[config.mk]
export PLATFORM = sky130hd
export DESIGN_NAME = trng_harvester
export DESIGN_NICKNAME = d
export VERILOG_FILES = /design/src/rtl/sync2.sv /design/src/rtl/trng_harvester.sv
export SDC_FILE = /design/constraint.sdc
export NUM_CORES = 1
export LEC_CHECK = 0
export ABC_AREA = 1
export ABC_CLOCK_PERIOD_IN_PS = 2200
export BUFFER_PORTS_ARGS = -buffer_cell sky130_fd_sc_hd__buf_4
export CAP_MARGIN = 10
export CELL_PAD_IN_SITES_DETAIL_PLACEMENT = 1
export CELL_PAD_IN_SITES_GLOBAL_PLACEMENT = 2
export CORE_ASPECT_RATIO = 1.75
export CORE_MARGIN = 4
export CORE_UTILIZATION = 30
export CTS_BUF_LIST = sky130_fd_sc_hd__clkbuf_2
export DETAILED_ROUTE_END_ITERATION = 7
export GPL_TIMING_DRIVEN = 0
export PLACE_DENSITY_LB_ADDON = 0.08
export SYNTH_ARGS = -nofsm -noshare
export SYNTH_HDL_FRONTEND = slang
export SYNTH_SLANG_ARGS = --single-unit
export TNS_END_PERCENT = 50
[constraint.sdc]
create_clock -name clk -period 2.2 [get_ports clk]
set_input_delay 0.22 -clock clk [delete_from_list [all_inputs] [get_ports clk]]
set_output_delay 0.22 -clock clk [all_outputs]
set_load 0.02 [all_outputs]
[src/rtl/sync2.sv]
// Two-flop synchronizer for a single asynchronous input bit.
// Reusable for any async level or square-wave input that needs to enter the clk domain.
module sync2 (
  input  logic clk,
  input  logic reset,
  input  logic d,
  output logic q
);

  logic meta;

  // NOTE: sequential state uses non-blocking assignments so both flops update from pre-edge values.
  always_ff @(posedge clk) begin
    if (reset) begin
      meta <= 1'b0;
      q    <= 1'b0;
    end else begin
      meta <= d;
      q    <= meta;
    end
  end

endmodule

[src/rtl/trng_harvester.sv]
// Ring-oscillator entropy harvester: sync, decimate, von Neumann debias, pack to words,
// valid/ready output, and a sticky repetition-count health test.
module trng_harvester #(
  parameter int WIDTH     = 8,
  parameter int DECIM     = 4,
  parameter int REP_LIMIT = 32
) (
  input  logic             clk,
  input  logic             reset,
  input  logic             osc_in,
  input  logic             enable,
  output logic [WIDTH-1:0] rnd_data,
  output logic             rnd_valid,
  input  logic             rnd_ready,
  output logic             health_fail
);

  localparam int DW = (DECIM > 1) ? $clog2(DECIM) : 1;
  localparam int BW = $clog2(WIDTH + 1);
  localparam int RW = $clog2(REP_LIMIT + 1);
  localparam logic [DW-1:0] DLAST = DW'(DECIM - 1);
  localparam logic [BW-1:0] BFULL = BW'(WIDTH);
  localparam logic [RW-1:0] RMAX  = RW'(REP_LIMIT);

  logic             s;
  logic [DW-1:0]    dcnt;
  logic             stb;
  logic             have_first;
  logic             first;
  logic             emit;
  logic [WIDTH-1:0] shreg;
  logic [WIDTH-1:0] shifted;
  logic [BW-1:0]    bcnt;
  logic             full;
  logic             load;
  logic [RW-1:0]    rep;
  logic [RW-1:0]    rep_next;
  logic             prev;
  logic             fail_now;

  // The oscillator enters the clk domain only through this synchronizer.
  sync2 u_sync (
    .clk   (clk),
    .reset (reset),
    .d     (osc_in),
    .q     (s)
  );

  assign stb      = enable && (dcnt == DLAST);
  assign emit     = stb && have_first && (first != s);
  assign shifted  = {shreg[WIDTH-2:0], first};
  assign full     = (bcnt == BFULL);
  assign fail_now = stb && (rep_next == RMAX);
  assign load     = full && (!rnd_valid || rnd_ready) && !health_fail && !fail_now;

  // rep == 0 marks "no previous sample yet" (after reset or while disabled).
  // NOTE: every always_comb output gets a default first so no latch is inferred.
  always_comb begin
    rep_next = rep;
    if (stb) begin
      if (rep == '0 || s != prev) rep_next = RW'(1);
      else if (rep != RMAX)       rep_next = rep + 1'b1;
    end
  end

  always_ff @(posedge clk) begin
    if (reset) begin
      dcnt        <= '0;
      have_first  <= 1'b0;
      first       <= 1'b0;
      rep         <= '0;
      prev        <= 1'b0;
      shreg       <= '0;
      bcnt        <= '0;
      rnd_data    <= '0;
      rnd_valid   <= 1'b0;
      health_fail <= 1'b0;
    end else begin
      if (!enable) begin
        dcnt       <= '0;
        have_first <= 1'b0;
        rep        <= '0;
      end else begin
        dcnt <= (dcnt == DLAST) ? '0 : dcnt + 1'b1;
        rep  <= rep_next;
        if (stb) begin
          prev       <= s;
          have_first <= !have_first;
          if (!have_first) first <= s;
        end
      end

      // A bit emitted in the load cycle starts the next word instead of being lost.
      if (load) begin
        rnd_data <= shreg;
        if (emit) begin
          shreg <= shifted;
          bcnt  <= BW'(1);
        end else begin
          bcnt <= '0;
        end
      end else if (emit && !full) begin
        shreg <= shifted;
        bcnt  <= bcnt + 1'b1;
      end

      if (health_fail || fail_now) rnd_valid <= 1'b0;
      else if (load)               rnd_valid <= 1'b1;
      else if (rnd_ready)          rnd_valid <= 1'b0;

      if (fail_now) health_fail <= 1'b1;
    end
  end

endmodule

* Word level (Yosys, flattened, before mapping)
Index checks and enable logic that the tools add are counted.
Word-level totals: register bits 35, output and inout port bits 10
Cells by class: $add $sub $neg 3, eq/ne operators 7, muxes and demuxes 11, bitwise gates (word level) 2, reductions and logical operators 25
Operator list (number):
- 8-bit two-way mux | 3
- 6-bit two-way mux | 3
- 1-bit logical AND | 8
- 4-bit two-way mux | 2
- 6-bit by 1-bit adder with 6-bit output, second input constant | 1
- 6-bit == test, second input constant | 1
- 6-bit zero test | 1
- 6-bit != test, second input constant | 1
- 1-bit zero test | 5
- 4-bit by 1-bit adder with 4-bit output, second input constant | 1
- 4-bit == test, second input constant | 1
- 2-bit AND reduction | 2
- 2-bit nonzero test | 2
- 2-bit OR reduction | 2
- 1-bit logical OR | 3
- 1-bit two-way mux | 3
- 3-bit AND reduction | 1
- 3-bit OR reduction | 1
- 2-bit by 1-bit adder with 2-bit output, second input constant | 1
- 2-bit == test, second input constant | 1
- 1-bit != test | 2
- 2-bit != test, second input constant | 1
- 1-bit NOT | 2

* Depth between registers and ports, before layout
depth after elaboration 10, mapped depth 16, mapped depth without buffers 14

* Modules after synthesis
Synthesis repeated with hierarchy kept, for this count alone.
Second synthesis, totals: cell total of the unflattened synthesis 220, area total of the unflattened synthesis 1660.3 sq um
By module, submodules not included:
- trng_harvester | times used 1, cells each 214, area an instance 1605.3 sq um, sequential area each 660.6 sq um
- sync2 | times used 1, cells each 6, area an instance 55.1 sq um, sequential area each 40.0 sq um

* Worst setup path after synthesis
OpenSTA, ideal clock, no wires.
path kind flip-flop to flip-flop, from reg dcnt[0], to reg shreg[1], setup time 115 ps, arrival time 1656 ps, data required time 2085 ps, slack 429 ps, cell stages (with the launch flop) 16, buffers on the path 2, path through dfxtp_1 > ha_1 > nand2_4 > inv_2 > buf_6 > nand3_1 > nand2_1 > inv_1 > nand3_2 > nand2_1 > inv_2 > nand3_4 > nand3_4 > buf_8 > a21oi_1 > nor2_1
Between the ends: cells in the longest elaborated chain, start to end 9, elaborated cells on any way between the ends 14
Ends and longest elaborated chain:
- start, declared | RTL line trng_harvester.sv:26 | logic [DW-1:0] dcnt;
- start signal, assigned | RTL line trng_harvester.sv:84 | dcnt <= (dcnt == DLAST) ? '0 : dcnt + 1'b1;
- 2-bit == test (*) | RTL line trng_harvester.sv:49 | assign stb = enable && (dcnt == DLAST);
- 1-bit logical AND (*) | RTL line trng_harvester.sv:49
- 6-bit two-way mux | RTL line trng_harvester.sv:60 | if (stb) begin
- 6-bit == test | RTL line trng_harvester.sv:53 | assign fail_now = stb && (rep_next == RMAX);
- 1-bit logical AND | RTL line trng_harvester.sv:53
- 1-bit zero test | RTL line trng_harvester.sv:54 | assign load = full && (!rnd_valid || rnd_ready) && !health_fail && !fail_now;
- 1-bit logical AND | RTL line trng_harvester.sv:54
- 2-bit != test (no source line) / 2-bit nonzero test (equally long branches)
- 2-bit AND reduction (no source line)
- end signal, assigned | RTL line trng_harvester.sv:97 | shreg <= shifted;
- end signal, assigned | RTL line trng_harvester.sv:103 | shreg <= shifted;
- end, declared | RTL line trng_harvester.sv:31 | logic [WIDTH-1:0] shreg;
Every way passes the cells marked *; elsewhere a longest branch is shown, timed or not. A chain may end at the register's enable or synchronous reset.

* Worst setup path after layout
from reg dcnt[0], to reg bcnt[0]
Between the ends: cells in the longest elaborated chain, start to end 8, elaborated cells on any way between the ends 13
Ends and longest elaborated chain:
- 2-bit == test (*) | RTL line trng_harvester.sv:49
- 1-bit logical AND (*) | RTL line trng_harvester.sv:49
- 6-bit two-way mux | RTL line trng_harvester.sv:60
- 6-bit == test | RTL line trng_harvester.sv:53
- 1-bit logical AND | RTL line trng_harvester.sv:53
- 1-bit zero test | RTL line trng_harvester.sv:54
- 1-bit logical AND | RTL line trng_harvester.sv:54
- 4-bit two-way mux / 2-bit nonzero test (equally long branches)
- end signal, assigned | RTL line trng_harvester.sv:104 | bcnt <= bcnt + 1'b1;
- end, declared | RTL line trng_harvester.sv:33 | logic [BW-1:0] bcnt;
Marked as above.

==> impl_metrics.toml <==
[clock_tree]
clk_pin_slew_worst_paths_ns = 0.20
clock_sinks = 35
cts_buffers = 5
clkLatencyLatePin_ns = 0.39
cts_max_path_buffers = 2
cts-root-buf = "clkbuf_2"
cts.htree.levels = 2
cts_tree = "done"

[global_route]
grt_pass1_wl_um = 8024
use_met1 = 0.1566
antenna_found_initial = 0
grt_max_degree = 12
grt_use_met2 = 0.2952
grt_usage = 0.1521
gr-max-usage-layer = "met2"
grtUsageMet3 = 0.02612
first_global_vias = 1617
overflow = 0

[floorplanning]
initial_core_util = 0.3071
rows = 36
die_area_um2 = 6988
die_h_um = 107.6
pin_count = 15
core_area_um2 = 5540
die_x_um = 64.93

[finish]
fill_cells = 711
drive_above_1_share = 0.1937
nNetsFinal = 262
area_growth_pct = 15.00
diodes = 0
regArea_um2 = 706.9
multiInputGateArea_um2 = 829.5

[logic_synthesis]
yosys.area_share.simple = 0.3426
synthMuxAreaShare = 0
synth_fa_ha_area_frac = 0.03676
synth.distinct_cells = 26
ys_seq_area_frac = 0.4118
ys_ff_latch = 35
syn_nets = 241
synth_top_family_by_area = "simple AND/OR/NAND/NOR gates"
synth_area_um2 = 1702
synth_xor_area_frac = 0.02500
yosys_warnings = 0
synthCells = 231
synth_compound_area_frac = 0.08015
avgSynthCellArea_um2 = 7.366

[power_and_ir_drop]
total_power_mw = 0.9894
ir_drop_mv = 0.2475
leakage_nw = 0.8811
powerDensity_nw_per_um2 = 505.6

[worst_setup_path]
path_delay_family = "simple AND/OR/NAND/NOR gates"
path_cells = "ha_2 -> nand2_4 -> inv_2 -> buf_6 -> nand2_1 -> nand2_1 -> nand3_1 -> nor2_2 -> nand3_4 -> nand3_4 -> buf_8 -> nand2_1 -> nor2_1 -> nor2_1"
reg2reg_from = "dcnt[0]"
cp-start-kind = "flip-flop"
end_kind = "flip-flop"
required_ns = 2.47
worstPathArrival_ns = 2.25
path_buf_inv = 3
slowest_delay_ns = 0.38
r2r_cells = 14
crit_path_top_delay_cell = "dfxtp_2"
critPathKind = "flip-flop to flip-flop"
crit_start = "dcnt[0]"
crit_cells = 14
critPathMaxFanout = 10
crit_top_cell = "nand2_1"

[placement]
portBuffers = 13
gp_congestion = 0.7431
dpl.hpwl_um = 3446

[timing]
finClkSkew_ns = 0.02084
tns_ns = 0
maxSlewHeadroom = 0.6136
setup_viol = 0
fmax_mhz = 506.0
post-route-period-util = 0.8983
hold_viol_final = 0
rsz0062_at_grt = "no"
period_needed_ns = 1.976
drv_slew = 0
tightest_slew_ns = 0.5796

[min_path]
min_path_cells = 3
hold_start = "osc_in"
hold_class = "primary input to flip-flop"

[outcome]
status = "complete, no violations"

[routing]
vias_per_cell = 4.581
via_count = 1507
drt_iter0_markers = 38
drtAntennaViolNets = 0
dr.pass1.iters = 2
wire_per_inst_um = 13.79
drcViolationCount = 0
wl_um = 4536

[flow_run]
maxCapViolations = 0
## cell families after synthesis
| group | count (synthesis) |
|---|---|
| AO/OA/AOI/OAI | 26 |
| XOR/XNOR | 4 |
| adder cells (fa/ha/maj) | 5 |
| buffers and inverters | 40 |
| flip-flops | 35 |
| AND/OR/NAND/NOR | 121 |
## path summary, 6_finish.rpt
check | to | slack [ns]
hold / removal | u_sync.meta | 0.04
setup / recovery | bcnt[0] | 0.22
setup reg to reg | bcnt[0] | 0.22
hold reg to reg | u_sync.q | 0.42
## registers in the layout, summed over array words and instances (netlist names)
| signal | flops |
|---|---|
| dcnt | 2 |
| have_first | 1 |
| prev | 1 |
| rnd_data | 8 |
| u_sync.q | 1 |
| shreg | 8 |
| u_sync.meta | 1 |
| rep | 6 |
| rnd_valid | 1 |
| bcnt | 4 |
| first | 1 |
| health_fail | 1 |
## metrics by stage
step	setup slack (ns)	util	hold WS (ns)	cell area (um2)	cells
detailed placement	0.08347	0.3419	0.4003	1894	320
finish	0.2238	0.3532	0.03712	1957	329
global route	0.004959	0.3532	0.02154	1957	329
global placement	0.09031	0.3419	0.3931	1894	320
CTS	0.04484	0.3496	0.009260	1937	328
floorplan	0.4290	-	0.3270	1702	231
## metal layers
| layer | vias up | share of wire |
|---|---|---|
| met5 | - | 0 |
| met3 | 7 | 0.017 |
| li1 | 778 | - |
| met4 | 0 | 0.019 |
| met2 | 13 | 0.59 |
| met1 | 709 | 0.37 |
## where the power goes
part | total [mW] | internal [mW] | switching (mW)
Combinational | 0.0311 | 0.00986 | 0.0212
Sequential | 0.640 | 0.638 | 0.00254
Clock | 0.318 | 0.0811 | 0.237
## synthesized netlist by cell type, drive strengths merged
library cell,instances,area [um2]
a211oi,1,7.510
a21oi,23,118.9
buf,4,41.28
clkbuf,4,15.01
dfxtp,35,700.7
ha,5,62.56
inv,32,120.1
nand2,52,207.7
nand3,32,205.2
nand3b,1,7.510
nand4,6,37.54
nor2,28,112.6
nor3,1,5.000
nor3b,1,7.510
o21ai,2,10.01
xnor2,1,16.27
xor2,3,26.28
## layout make-up
type	count	share of cell area
plain buffers	8	0.02941
clock inverters	2	0.006394
inverters	32	0.06138
repair buffers	14	0.05371
multi-input cells	156	0.4239
flip-flops and latches	35	0.3613
clock buffers	6	0.01535
well taps	76	0.04859
## cell usage in the layout, fill, tap and decap left out, drive strengths merged, types with 2 or more instances in the layout
cell type	count
a21oi	23
buf	18
clkbuf	10
dfxtp	35
ha	5
inv	32
nand2	52
nand3	32
nand4	6
nor2	28
o21ai	2
xor2	3
## worst register-to-register path: cells and delay by family, from the launching register on
| kind | cells | cell delay (ns) |
|---|---|---|
| flip-flops | 1 | 0.38 |
| AND/OR/NAND/NOR | 10 | 0.87 |
| buffers and inverters | 3 | 0.36 |
| adder cells (fa/ha/maj) | 1 | 0.24 |
## repair_timing
item / 4_1_cts / 5_1_grt
gates resized for setup: 0 / 8
buffers inserted: 0 / 1
setup endpoints to repair: 0 / 20
hold buffers: 0 / 0
endpoints found under the hold margin: 0 / 0
No activity file was read; power rests on OpenSTA's default activity.
